**src/rtl/forward_history_updater.sv**
```systemverilog
// forward_history_updater
//   Forwarding unit for the hash-table read-modify-write pipeline. It keeps a
//   shift history of the last DEPTH RAM write-backs. A lookup's slot, as read
//   from RAM, is replaced by the youngest matching in-flight write. The
//   priority order is: the same-cycle write-back (bypass), then history
//   entry 0 (youngest) through entry DEPTH-1. The result is registered once.
//
//   Optional feature macro: FWD_HIT_CNT_EN adds the saturating hit_cnt_o
//   counter.
//
// Ports
//   clk, reset (async, active-low), clk_en (pipeline advance), flush_i
//   lk_*        lookup request, address and slot contents read from RAM
//   wb_*        write-back strobe, address and slot contents written to RAM
//   correct_*   registered forwarded slot; correct_req_o is the registered lk_req_i
//   fwd_hit_o   registered "slot came from bypass/history"
//   hit_cnt_o   forwarding hit count (FWD_HIT_CNT_EN only)
module forward_history_updater #(
    parameter int unsigned DATA_WIDTH           = 4,
    parameter int unsigned KEY_WIDTH            = 2,
    parameter int unsigned HASH_ADR_WIDTH       = 2,
    parameter int unsigned SHIFT_HASH_ADR_WIDTH = 2,
    parameter int unsigned DEPTH                = 3,
    parameter int unsigned HIT_CNT_WIDTH        = 8
) (
    input  logic                            clk,
    input  logic                            reset,
    input  logic                            clk_en,
    input  logic                            flush_i,
    input  logic                            lk_req_i,
    input  logic [HASH_ADR_WIDTH-1:0]       lk_hash_adr_i,
    input  logic [KEY_WIDTH-1:0]            lk_key_i,
    input  logic [DATA_WIDTH-1:0]           lk_data_i,
    input  logic                            lk_valid_i,
    input  logic [SHIFT_HASH_ADR_WIDTH-1:0] lk_shift_adr_i,
    input  logic                            lk_shift_valid_i,
    input  logic                            wb_updated_mem_i,
    input  logic [HASH_ADR_WIDTH-1:0]       wb_hash_adr_i,
    input  logic [KEY_WIDTH-1:0]            wb_key_i,
    input  logic [DATA_WIDTH-1:0]           wb_data_i,
    input  logic                            wb_valid_i,
    input  logic [SHIFT_HASH_ADR_WIDTH-1:0] wb_shift_adr_i,
    input  logic                            wb_shift_valid_i,
    output logic                            correct_req_o,
    output logic [KEY_WIDTH-1:0]            correct_key,
    output logic [DATA_WIDTH-1:0]           correct_data,
    output logic                            correct_is_valid,
    output logic [SHIFT_HASH_ADR_WIDTH-1:0] correct_shift_hash_adr,
    output logic                            correct_shift_valid,
    output logic                            fwd_hit_o
`ifdef FWD_HIT_CNT_EN
    ,
    output logic [HIT_CNT_WIDTH-1:0]        hit_cnt_o
`endif
);

    if (DEPTH < 1 || DEPTH > 8 || HIT_CNT_WIDTH < 1) begin : g_param_check
        $error("forward_history_updater: DEPTH must be 1..8 and HIT_CNT_WIDTH >= 1");
    end

    typedef struct packed {
        logic [KEY_WIDTH-1:0]            key;
        logic [DATA_WIDTH-1:0]           data;
        logic                            is_valid;
        logic [SHIFT_HASH_ADR_WIDTH-1:0] shift_adr;
        logic                            shift_valid;
    } slot_t;

    logic                      r_hist_vld  [DEPTH];
    logic [HASH_ADR_WIDTH-1:0] r_hist_adr  [DEPTH];
    slot_t                     r_hist_slot [DEPTH];

    slot_t w_lk_slot;
    slot_t w_wb_slot;
    slot_t w_sel_slot;
    logic  w_match;

    assign w_lk_slot = '{key: lk_key_i, data: lk_data_i, is_valid: lk_valid_i,
                         shift_adr: lk_shift_adr_i, shift_valid: lk_shift_valid_i};
    assign w_wb_slot = '{key: wb_key_i, data: wb_data_i, is_valid: wb_valid_i,
                         shift_adr: wb_shift_adr_i, shift_valid: wb_shift_valid_i};

    // Scan from oldest to youngest so a younger match overwrites an older one;
    // the bypass is applied last and therefore has the highest priority.
    // A flush suppresses all forwarding for the same-cycle lookup.
    always_comb begin
        w_sel_slot = w_lk_slot;
        w_match    = 1'b0;
        if (!flush_i) begin
            for (int unsigned i = 0; i < DEPTH; i++) begin
                if (r_hist_vld[DEPTH-1-i] && (r_hist_adr[DEPTH-1-i] == lk_hash_adr_i)) begin
                    w_match    = 1'b1;
                    w_sel_slot = r_hist_slot[DEPTH-1-i];
                end
            end
            if (wb_updated_mem_i && (wb_hash_adr_i == lk_hash_adr_i)) begin
                w_match    = 1'b1;
                w_sel_slot = w_wb_slot;
            end
        end
    end

    // History: flush takes effect regardless of clk_en and drops the same-cycle write-back.
    always_ff @(posedge clk or negedge reset) begin
        if (!reset) begin
            for (int unsigned i = 0; i < DEPTH; i++) begin
                r_hist_vld[i]  <= 1'b0;
                r_hist_adr[i]  <= '0;
                r_hist_slot[i] <= '0;
            end
        end else if (flush_i) begin
            for (int unsigned i = 0; i < DEPTH; i++) begin
                r_hist_vld[i] <= 1'b0;
            end
        end else if (clk_en && wb_updated_mem_i) begin
            for (int unsigned i = 1; i < DEPTH; i++) begin
                r_hist_vld[i]  <= r_hist_vld[i-1];
                r_hist_adr[i]  <= r_hist_adr[i-1];
                r_hist_slot[i] <= r_hist_slot[i-1];
            end
            r_hist_vld[0]  <= 1'b1;
            r_hist_adr[0]  <= wb_hash_adr_i;
            r_hist_slot[0] <= w_wb_slot;
        end
    end

    always_ff @(posedge clk or negedge reset) begin
        if (!reset) begin
            correct_req_o          <= 1'b0;
            correct_key            <= '0;
            correct_data           <= '0;
            correct_is_valid       <= 1'b0;
            correct_shift_hash_adr <= '0;
            correct_shift_valid    <= 1'b0;
            fwd_hit_o              <= 1'b0;
        end else if (clk_en) begin
            correct_req_o          <= lk_req_i;
            correct_key            <= w_sel_slot.key;
            correct_data           <= w_sel_slot.data;
            correct_is_valid       <= w_sel_slot.is_valid;
            correct_shift_hash_adr <= w_sel_slot.shift_adr;
            correct_shift_valid    <= w_sel_slot.shift_valid;
            fwd_hit_o              <= w_match & lk_req_i;
        end
    end

`ifdef FWD_HIT_CNT_EN
    // Saturating count of forwarded lookups; only reset clears it.
    always_ff @(posedge clk or negedge reset) begin
        if (!reset) begin
            hit_cnt_o <= '0;
        end else if (clk_en && lk_req_i && w_match && (hit_cnt_o != '1)) begin
            hit_cnt_o <= hit_cnt_o + 1'b1;
        end
    end
`endif

endmodule
```
**config.mk**
```make
export PLATFORM = sky130hd
export DESIGN_NAME = forward_history_updater
export DESIGN_NICKNAME = d
export VERILOG_FILES = /design/src/rtl/forward_history_updater.sv
export SDC_FILE = /design/constraint.sdc
export NUM_CORES = 1
export LEC_CHECK = 0
export CORE_ASPECT_RATIO = 1.1
export CORE_MARGIN = 4
export CORE_UTILIZATION = 58
export DETAILED_ROUTE_END_ITERATION = 7
export GPL_TIMING_DRIVEN = 0
export HOLD_SLACK_MARGIN = 0.1
export MAX_ROUTING_LAYER = met4
export PLACE_DENSITY = 0.82
export SKIP_CTS_REPAIR_TIMING = 1
export SKIP_LAST_GASP = 1
export SLEW_MARGIN = 30
export SYNTH_ARGS = -nofsm -noshare
export SYNTH_HDL_FRONTEND = slang
export SYNTH_SLANG_ARGS = --single-unit
```
**constraint.sdc**
```tcl
create_clock -name clk -period 2.99 [get_ports clk]
set_clock_uncertainty 0.1 [all_clocks]
set_input_delay 0.299 -clock clk [delete_from_list [all_inputs] [get_ports clk]]
set_output_delay 0.299 -clock clk [all_outputs]
set_load 0.02 [all_outputs]
```
# Yosys cells after proc, flatten, opt, wreduce, memory -nomap -nowiden
# Cells that the tools add are included.
[totals] output_inout_bits=12 mem_count=0 elab_cells=53 mem_bits_ro=0 latch_bits=0 reg_bits=51 ramBits=0 inputBits=30
[op_classes] addsub=0 eq_ne=4 n_lt_le_gt_ge=0 multipliers=0 bitwise_logic=2 shift=0 n_mux=12 div=0 n_reduce_logical=7
[op_table] op="two-way mux 10 bit" n=5
[op_table] op="equality test 2 bit" n=4
[op_table] op="two-way mux 3 bit" n=2
[op_table] op="logical AND 1 bit" n=5
[op_table] op="two-way mux 1 bit" n=5
[op_table] op="AND reduction 2 bit" n=1
[op_table] op="nonzero test 2 bit" n=1
[op_table] op="AND 1 bit" n=1
[op_table] op="inverter 1 bit" n=1

# Depth between registers and ports, before layout
# Gate-level depths: netlist of the first run.
[logic_depth] depth_word=8 ltp_mapped=7

# Worst setup path before layout of the first run
# No wires, ideal clock.
[synth_timing] kind="input -> register" from="input lk_hash_adr_i[0]" to="register correct_is_valid" cell_stages=7 t_required_ns=2.758 arrival_ns=1.354 setup_time_ns=0.132 path_slack_ns=1.404 cell_sequence="buf_4 -> xor2_4 -> o31a_1 -> buf_6 -> buf_12 -> nand4_1 -> o211ai_2"
[synth_via] elab_chain_len=7
[synth_lines] item="start, declared" line_no="31" text="input logic [HASH_ADR_WIDTH-1:0] lk_hash_adr_i,"
[synth_lines] item="equality test 2 bit" line_no="91" text="if (r_hist_vld[DEPTH-1-i] && (r_hist_adr[DEPTH-1-i] == lk_hash_adr_i)) begin"
[synth_lines] item="logical AND 1 bit" line_no="91"
[synth_lines] item="two-way mux 10 bit (3 in series)" line_no="91"
[synth_lines] item="two-way mux 10 bit *" line_no="96" text="if (wb_updated_mem_i && (wb_hash_adr_i == lk_hash_adr_i)) begin"
[synth_lines] item="two-way mux 10 bit *" line_no="89" text="if (!flush_i) begin"
[synth_lines] item="end signal, assigned" line_no="140" text="correct_is_valid <= w_sel_slot.is_valid;"
[synth_lines] item="end, declared" line_no="47" text="output logic correct_is_valid,"
# Mark *: on every way between the ends. The rest lies on a longest branch, timed or not.
# A chain may end at the register's enable or synchronous reset.

# Worst setup path after layout of the first run
[layout_timing] from="input flush_i" to="register correct_data[1]"
[layout_via] elab_chain_len=1
[layout_lines] item="start, declared" line_no="29" text="input logic flush_i,"
[layout_lines] item="two-way mux 10 bit" line_no="89"
[layout_lines] item="end signal, assigned" line_no="139" text="correct_data <= w_sel_slot.data;"
[layout_lines] item="end, declared" line_no="46" text="output logic [DATA_WIDTH-1:0] correct_data,"
# Every way passes these cells.

==> impl_metrics.env, run 1 <==
export IMPL_coreArea_um2=4720
export IMPL_synth_top_area_frac=0.447
export IMPL_multi_input_area_um2=1450
export IMPL_dp_slack_ps=553
export IMPL_setup_viol=0
export IMPL_seq_area_um2=1280
export IMPL_grt_antenna_before_repair=0
export IMPL_leakage_nw=1.36
export IMPL_ys_seq_area_frac=0.447
export IMPL_status="complete, no violations"
export IMPL_numPortBuffers=38
export IMPL_detail_route_antenna_nets=0
export IMPL_cp_end_kind="flop"
export IMPL_cp_start_kind="primary input"
export IMPL_holdWs_ps=258
export IMPL_synth_seq_cells=51
export IMPL_routed_wl_um=7170
export IMPL_period_minus_slack_ps=2200
export IMPL_track_usage=0.257
export IMPL_nNetsFinal=329
export IMPL_fin_area_um2=3420
export IMPL_hold_viol_final=0
export IMPL_grt_max_degree=28
export IMPL_routed_via_count=2335
export IMPL_cts_root_buf="clkbuf_8"
export IMPL_cts_tree="built"
export IMPL_num_io_pins=42
export IMPL_clk_latency_ps=300
export IMPL_path_max_fanout=10
export IMPL_worst_slew_pin_slew_ps=859
export IMPL_post_synth_top_area_cell="dfrtp_1"
export IMPL_netlist_cell_type_count=41
export IMPL_num_fill_cells=340
export IMPL_grt_first_pass_wirelength_um=11400
export IMPL_dieArea_um2=6110
export IMPL_syn_num_nets=282
export IMPL_postSynth_asyncResetShare=1.00
export IMPL_synth_cells=252
export IMPL_area_delta_synth_final_pct=19.8
export IMPL_drtPass1Iterations=5
export IMPL_clockBufferDepth=2
export IMPL_cts_clk_slew_worst_paths_ps=90
export IMPL_max_freq_ghz=0.455
export IMPL_dpl_cell_area_um2=3320
export IMPL_rsz0062_at_grt="false"
export IMPL_hp_class="in2reg"
export IMPL_final_cells=355
export IMPL_h_tree_depth=2
export IMPL_relSlewSlack=0.426
export IMPL_drc_errors=0
export IMPL_grt_pass1_vias=2330
export IMPL_drt_iter0_drc=149
export IMPL_ys_top_cells_by_area="dfrtp_1 (45%), mux2_2 (12%), nand2b_1 (4.2%)"
export IMPL_diodes=0
export IMPL_finalWorstSetupSlack_ps=791
export IMPL_setup_tns_ps=0
export IMPL_synth_ff_type="dfrtp_1"
export IMPL_wl_per_cell_um=20.2
export IMPL_placementRows=26
export IMPL_drv_cap=0
export IMPL_finalCritPeriodShare=0.736
export IMPL_drive_gt1_frac=0.194
export IMPL_gr_total_overflow=0
export IMPL_yosysWarnings=0
export IMPL_synth_area_um2=2860
export IMPL_critPathRequiredTime_ps=3100
export IMPL_cp_data_arrival_time_ps=2310
export IMPL_die_w_um=74.9
export IMPL_p_per_area_nw_per_um2=570
export IMPL_viasPerCell=6.58
export IMPL_hpwlAfterDp_um=4870
export IMPL_initial_core_util=0.605
export IMPL_ir_drop_v=0.000342
export IMPL_dp_cells=347
export IMPL_clkSinkCount=51
export IMPL_criticalPathCategory="in2reg"
export IMPL_gp_congestion=0.786
export IMPL_cts_inserted_buffers=5
export IMPL_slew_viol_final=0
export IMPL_die_y_um=81.6
export IMPL_synth_edff_count=0
export IMPL_syn_area_per_cell_um2=11.3
==> stage by stage <==
stage / power, mW / utilization
floorplan: 1.32 / -
global placement: 1.52 / 0.701
detailed placement: 1.55 / 0.705
CTS: 1.95 / 0.723
global route: 2.05 / 0.725
finish: 1.95 / 0.725
==> cell type report <==
type                            count  area share
Sequential cell                    51       0.373
Clock inverter                      1     0.00146
Clock buffer                        6      0.0241
Inverter                            3     0.00329
Buffer                             18      0.0347
Multi-Input combinational cell    180       0.424
Tap cell                           56      0.0205
Timing Repair Buffer               40       0.119
==> worst max-delay path: stages <==
cell	delay (ps)
clkdlybuf4s50_1	570
clkbuf_1	450
clkbuf_1	490
nand2_1	110
o41ai_1	100
mux2i_1	160
o211ai_1	140
==> cells in the mapped netlist (all sizes together) (2+ instances only) <==
| library cell | instances |
|---|---|
| dfrtp | 51 |
| xnor2 | 8 |
| nand2 | 22 |
| a31oi | 2 |
| a21oi | 3 |
| o211ai | 10 |
| and3 | 2 |
| mux2i | 9 |
| a211oi | 9 |
| buf | 12 |
| inv | 3 |
| o2111ai | 9 |
| clkbuf | 6 |
| mux2 | 38 |
| o41ai | 9 |
| nand2b | 19 |
| nand4 | 9 |
| nand3 | 6 |
| nor3 | 9 |
| xor2 | 4 |
==> sequential cells by signal, summed over array words and instances, names as in the netlist <==
name and flops:
r_hist_slot 30, r_hist_adr 6, correct_data 4, r_hist_vld 3, correct_key 2, correct_shift_hash_adr 2
correct_is_valid 1, correct_req_o 1, correct_shift_valid 1, fwd_hit_o 1
==> placed cells by master (no fill, tap or decap), types with 8 or more instances in the layout <==
master,Yosys,final
xnor2_1,8,8
a211oi_1,9,9
o211ai_1,9,9
nand2_1,22,22
nor3_1,9,9
nand4_1,9,9
o2111ai_1,8,8
o41ai_1,9,9
mux2_2,31,31
mux2i_1,9,9
nand2b_1,19,19
clkdlybuf4s50_1,0,37
dfrtp_1,51,51
==> kinds of logic (layout without fill, tap and decap cells) <==
kind of cell	Yosys count	in the layout	share of synthesized area
simple gates	72	72	0.135
flops	51	51	0.447
compound gates	49	49	0.142
mux	47	47	0.181
buf+inv	21	68	0.0456
xor+xnor	12	12	0.0500
==> power breakdown <==
group | switching (mW) | internal, mW | total [mW]
combinational | 0.271 | 0.274 | 0.545
clock | 0.222 | 0.182 | 0.404
sequential | 0.132 | 0.868 | 1.00
total | 0.625 | 1.32 | 1.95
==> metal layers <==
layer  share of wire  global-route usage  wire [um]
met3           0.055              0.0367        398
met4           0.020              0.0943        141
met1            0.44               0.339       3140
met5               0                   -          0
met2            0.49               0.404       3490
==> path summary, 6_finish.rpt <==
| check | start | to | slack (ps) | cells past startpoint |
|---|---|---|---|---|
| min in group asynchronous | reset | r_hist_slot[17] | 330 | 2 |
| max in group asynchronous | reset | correct_key[0] | 2000 | 3 |
| setup reg to reg | r_hist_adr[0] | correct_key[0] | 1050 | 4 |
| hold / removal | clk_en | correct_req_o | 260 | 2 |
| setup / recovery | flush_i | correct_data[1] | 790 | 7 |
| hold reg to reg | r_hist_slot[3] | r_hist_slot[3] | 400 | 1 |
No activity file was read; power rests on OpenSTA's default activity.
==> inputs of run 2 (changes only) <==
- CORE_UTILIZATION: 58 -> 49
- PLACE_DENSITY: 0.82 -> 0.73
- clock period: 2.99 -> 1.8 ns (I/O delays scaled with it)
==> impl_metrics.env, run 2 (same netlist as run 1, synthesis figures left out) <==
export IMPL_status="complete, no violations"
export IMPL_path_max_fanout=10
export IMPL_regMostFlops="r_hist_slot"
export IMPL_switching_share=0.320
export IMPL_critPathMaxStageDelay_ps=400
export IMPL_grt_first_pass_wirelength_um=11900
export IMPL_slew_viol_final=0
export IMPL_most_common_layout_cells="dfrtp_1 (51), clkdlybuf4s50_1 (36), mux2_2 (31), nand2_1 (22), nand2b_1 (19)"
export IMPL_placementRows=28
export IMPL_drive_gt1_frac=0.230
export IMPL_grtUsageMet3=0.0381
export IMPL_numPortBuffers=38
export IMPL_drc_errors=0
export IMPL_finalCritPeriodShare=0.986
export IMPL_final_cells=379
export IMPL_hp_class="in2reg"
export IMPL_p_int_mw=2.28
export IMPL_use_met1=0.299
export IMPL_diodes=0
export IMPL_h_tree_depth=2
export IMPL_cp_start_kind="flop"
export IMPL_coreArea_um2=5500
export IMPL_drv_cap=0
export IMPL_busiest_layer="met2"
export IMPL_cp_end_kind="flop"
export IMPL_grt_pass1_vias=2301
export IMPL_reg_largest_list="r_hist_slot x30, r_hist_adr x6, correct_data x4"
export IMPL_p_per_area_nw_per_um2=944
export IMPL_cts_tree="built"
export IMPL_initial_core_util=0.519
export IMPL_layout_cells_most_common="dfrtp_1"
export IMPL_num_fill_cells=472
export IMPL_gp_congestion=0.814
export IMPL_relSlewSlack=0.453
export IMPL_wl_per_cell_um=19.7
export IMPL_period_minus_slack_ps=1770
export IMPL_grt_antenna_before_repair=0
export IMPL_criticalPathCategory="reg2reg"
export IMPL_setup_viol=0
export IMPL_cts_root_buf="clkbuf_8"
export IMPL_power_share_clock=0.214
export IMPL_dp_cells=366
export IMPL_seq_area_um2=1280
export IMPL_path_cells="xnor2_1 > nand3_2 > a41oi_1 > mux2_2"
export IMPL_worst_slew_pin_slew_ps=820
export IMPL_total_switching_power_mw=1.08
export IMPL_largest_reg_flops=30
export IMPL_cp_data_arrival_time_ps=1920
export IMPL_drt_iter0_drc=150
export IMPL_multi_input_area_um2=1490
export IMPL_power_frac_seq=0.495
export IMPL_gr_total_overflow=0
export IMPL_drtPass1Iterations=5
export IMPL_cts_inserted_buffers=5
export IMPL_nNetsFinal=333
export IMPL_die_y_um=88.1
export IMPL_track_usage=0.229
export IMPL_num_io_pins=42
export IMPL_viasPerCell=6.16
export IMPL_detail_route_antenna_nets=0
export IMPL_routed_wl_um=7450
export IMPL_routed_via_count=2334
export IMPL_hold_viol_final=0
export IMPL_max_freq_ghz=0.563
export IMPL_rsz0062_at_grt="true"
export IMPL_cts_clk_slew_worst_paths_ps=80
export IMPL_slowest_stage="dfrtp_1"
export IMPL_clkSinkCount=51
export IMPL_finalPower_mw=3.36
export IMPL_dieArea_um2=7110
export IMPL_area_delta_synth_final_pct=24.6
export IMPL_hpwlAfterDp_um=4960
export IMPL_pwr_share_comb=0.290
export IMPL_leakage_nw=1.43
export IMPL_grtUsageMet2=0.364
export IMPL_ir_drop_v=0.000583
export IMPL_die_w_um=80.8
export IMPL_clockBufferDepth=2
export IMPL_critPathRequiredTime_ps=1940
export IMPL_grt_max_degree=27
export IMPL_clk_latency_ps=300
## run 2: changes by cell type in the layout (fill, tap and decap cells not counted), moves of 2 or more
cell,change
xnor2_2,+2
xor2_2,+2
buf_6,+3
xnor2_1,-2
buf_2,-4
clkbuf_2,+3
buf_4,+4
clkbuf_1,-2
xor2_1,-2
## run 2: power by group through the flow
stage               Clock (mW)  Combinational [mW]  Sequential [mW]
CTS                      0.730               0.917             1.64
floorplan                    0               0.541             1.66
finish                   0.720               0.975             1.66
global route             0.787                1.05             1.70
detailed placement           0               0.912             1.66
global placement             0               0.880             1.66
## run 2: per-layer routing
| layer | up-vias | routed length [um] |
|---|---|---|
| li1 | 1059 | - |
| met1 | 1172 | 3310 |
| met2 | 92 | 3610 |
| met3 | 11 | 454 |
| met4 | 0 | 87 |
| met5 | - | 0 |
## run 2: worst paths after layout
kind                                 from             end  slack [ps]  cells past startpoint
max                         r_hist_adr[2]       fwd_hit_o          30                      4
min                                clk_en       fwd_hit_o         130                      2
max reg2reg                 r_hist_adr[2]       fwd_hit_o          30                      4
min reg2reg                r_hist_slot[2]  r_hist_slot[2]         400                      1
max in group asynchronous           reset  r_hist_slot[4]         900                      3
min in group asynchronous           reset   r_hist_adr[1]         240                      2
## run 2: area by class of cell
class                           count  share of cell area
Sequential cell                    51               0.359
Tap cell                           75              0.0264
Multi-Input combinational cell    180               0.419
Timing Repair Buffer               44               0.124
Inverter                            3             0.00317
Clock buffer                        8              0.0281
Buffer                             18              0.0405
## run 2: critical path, delay by kind of cell, from the launching register on
| kind | cells | cell delay [ps] |
|---|---|---|
| flops | 1 | 400 |
| compound gates | 1 | 360 |
| simple gates | 1 | 350 |
| xor+xnor | 1 | 330 |
| mux | 1 | 190 |
## run 2: stage by stage
stage                     hold WS, ps  cell area, um2  setup slack, ps  TNS [ps]  utilization
after floorplan                  -216            2860              288         0            -
after global placement            368            3330            -1170    -74890        0.605
after detailed placement         16.3            3350             -551    -16420        0.609
after CTS                        -313            3450             -228     -3390        0.627
after global routing              148            3560            -34.1     -57.7        0.647
final                             135            3560             25.3         0        0.647
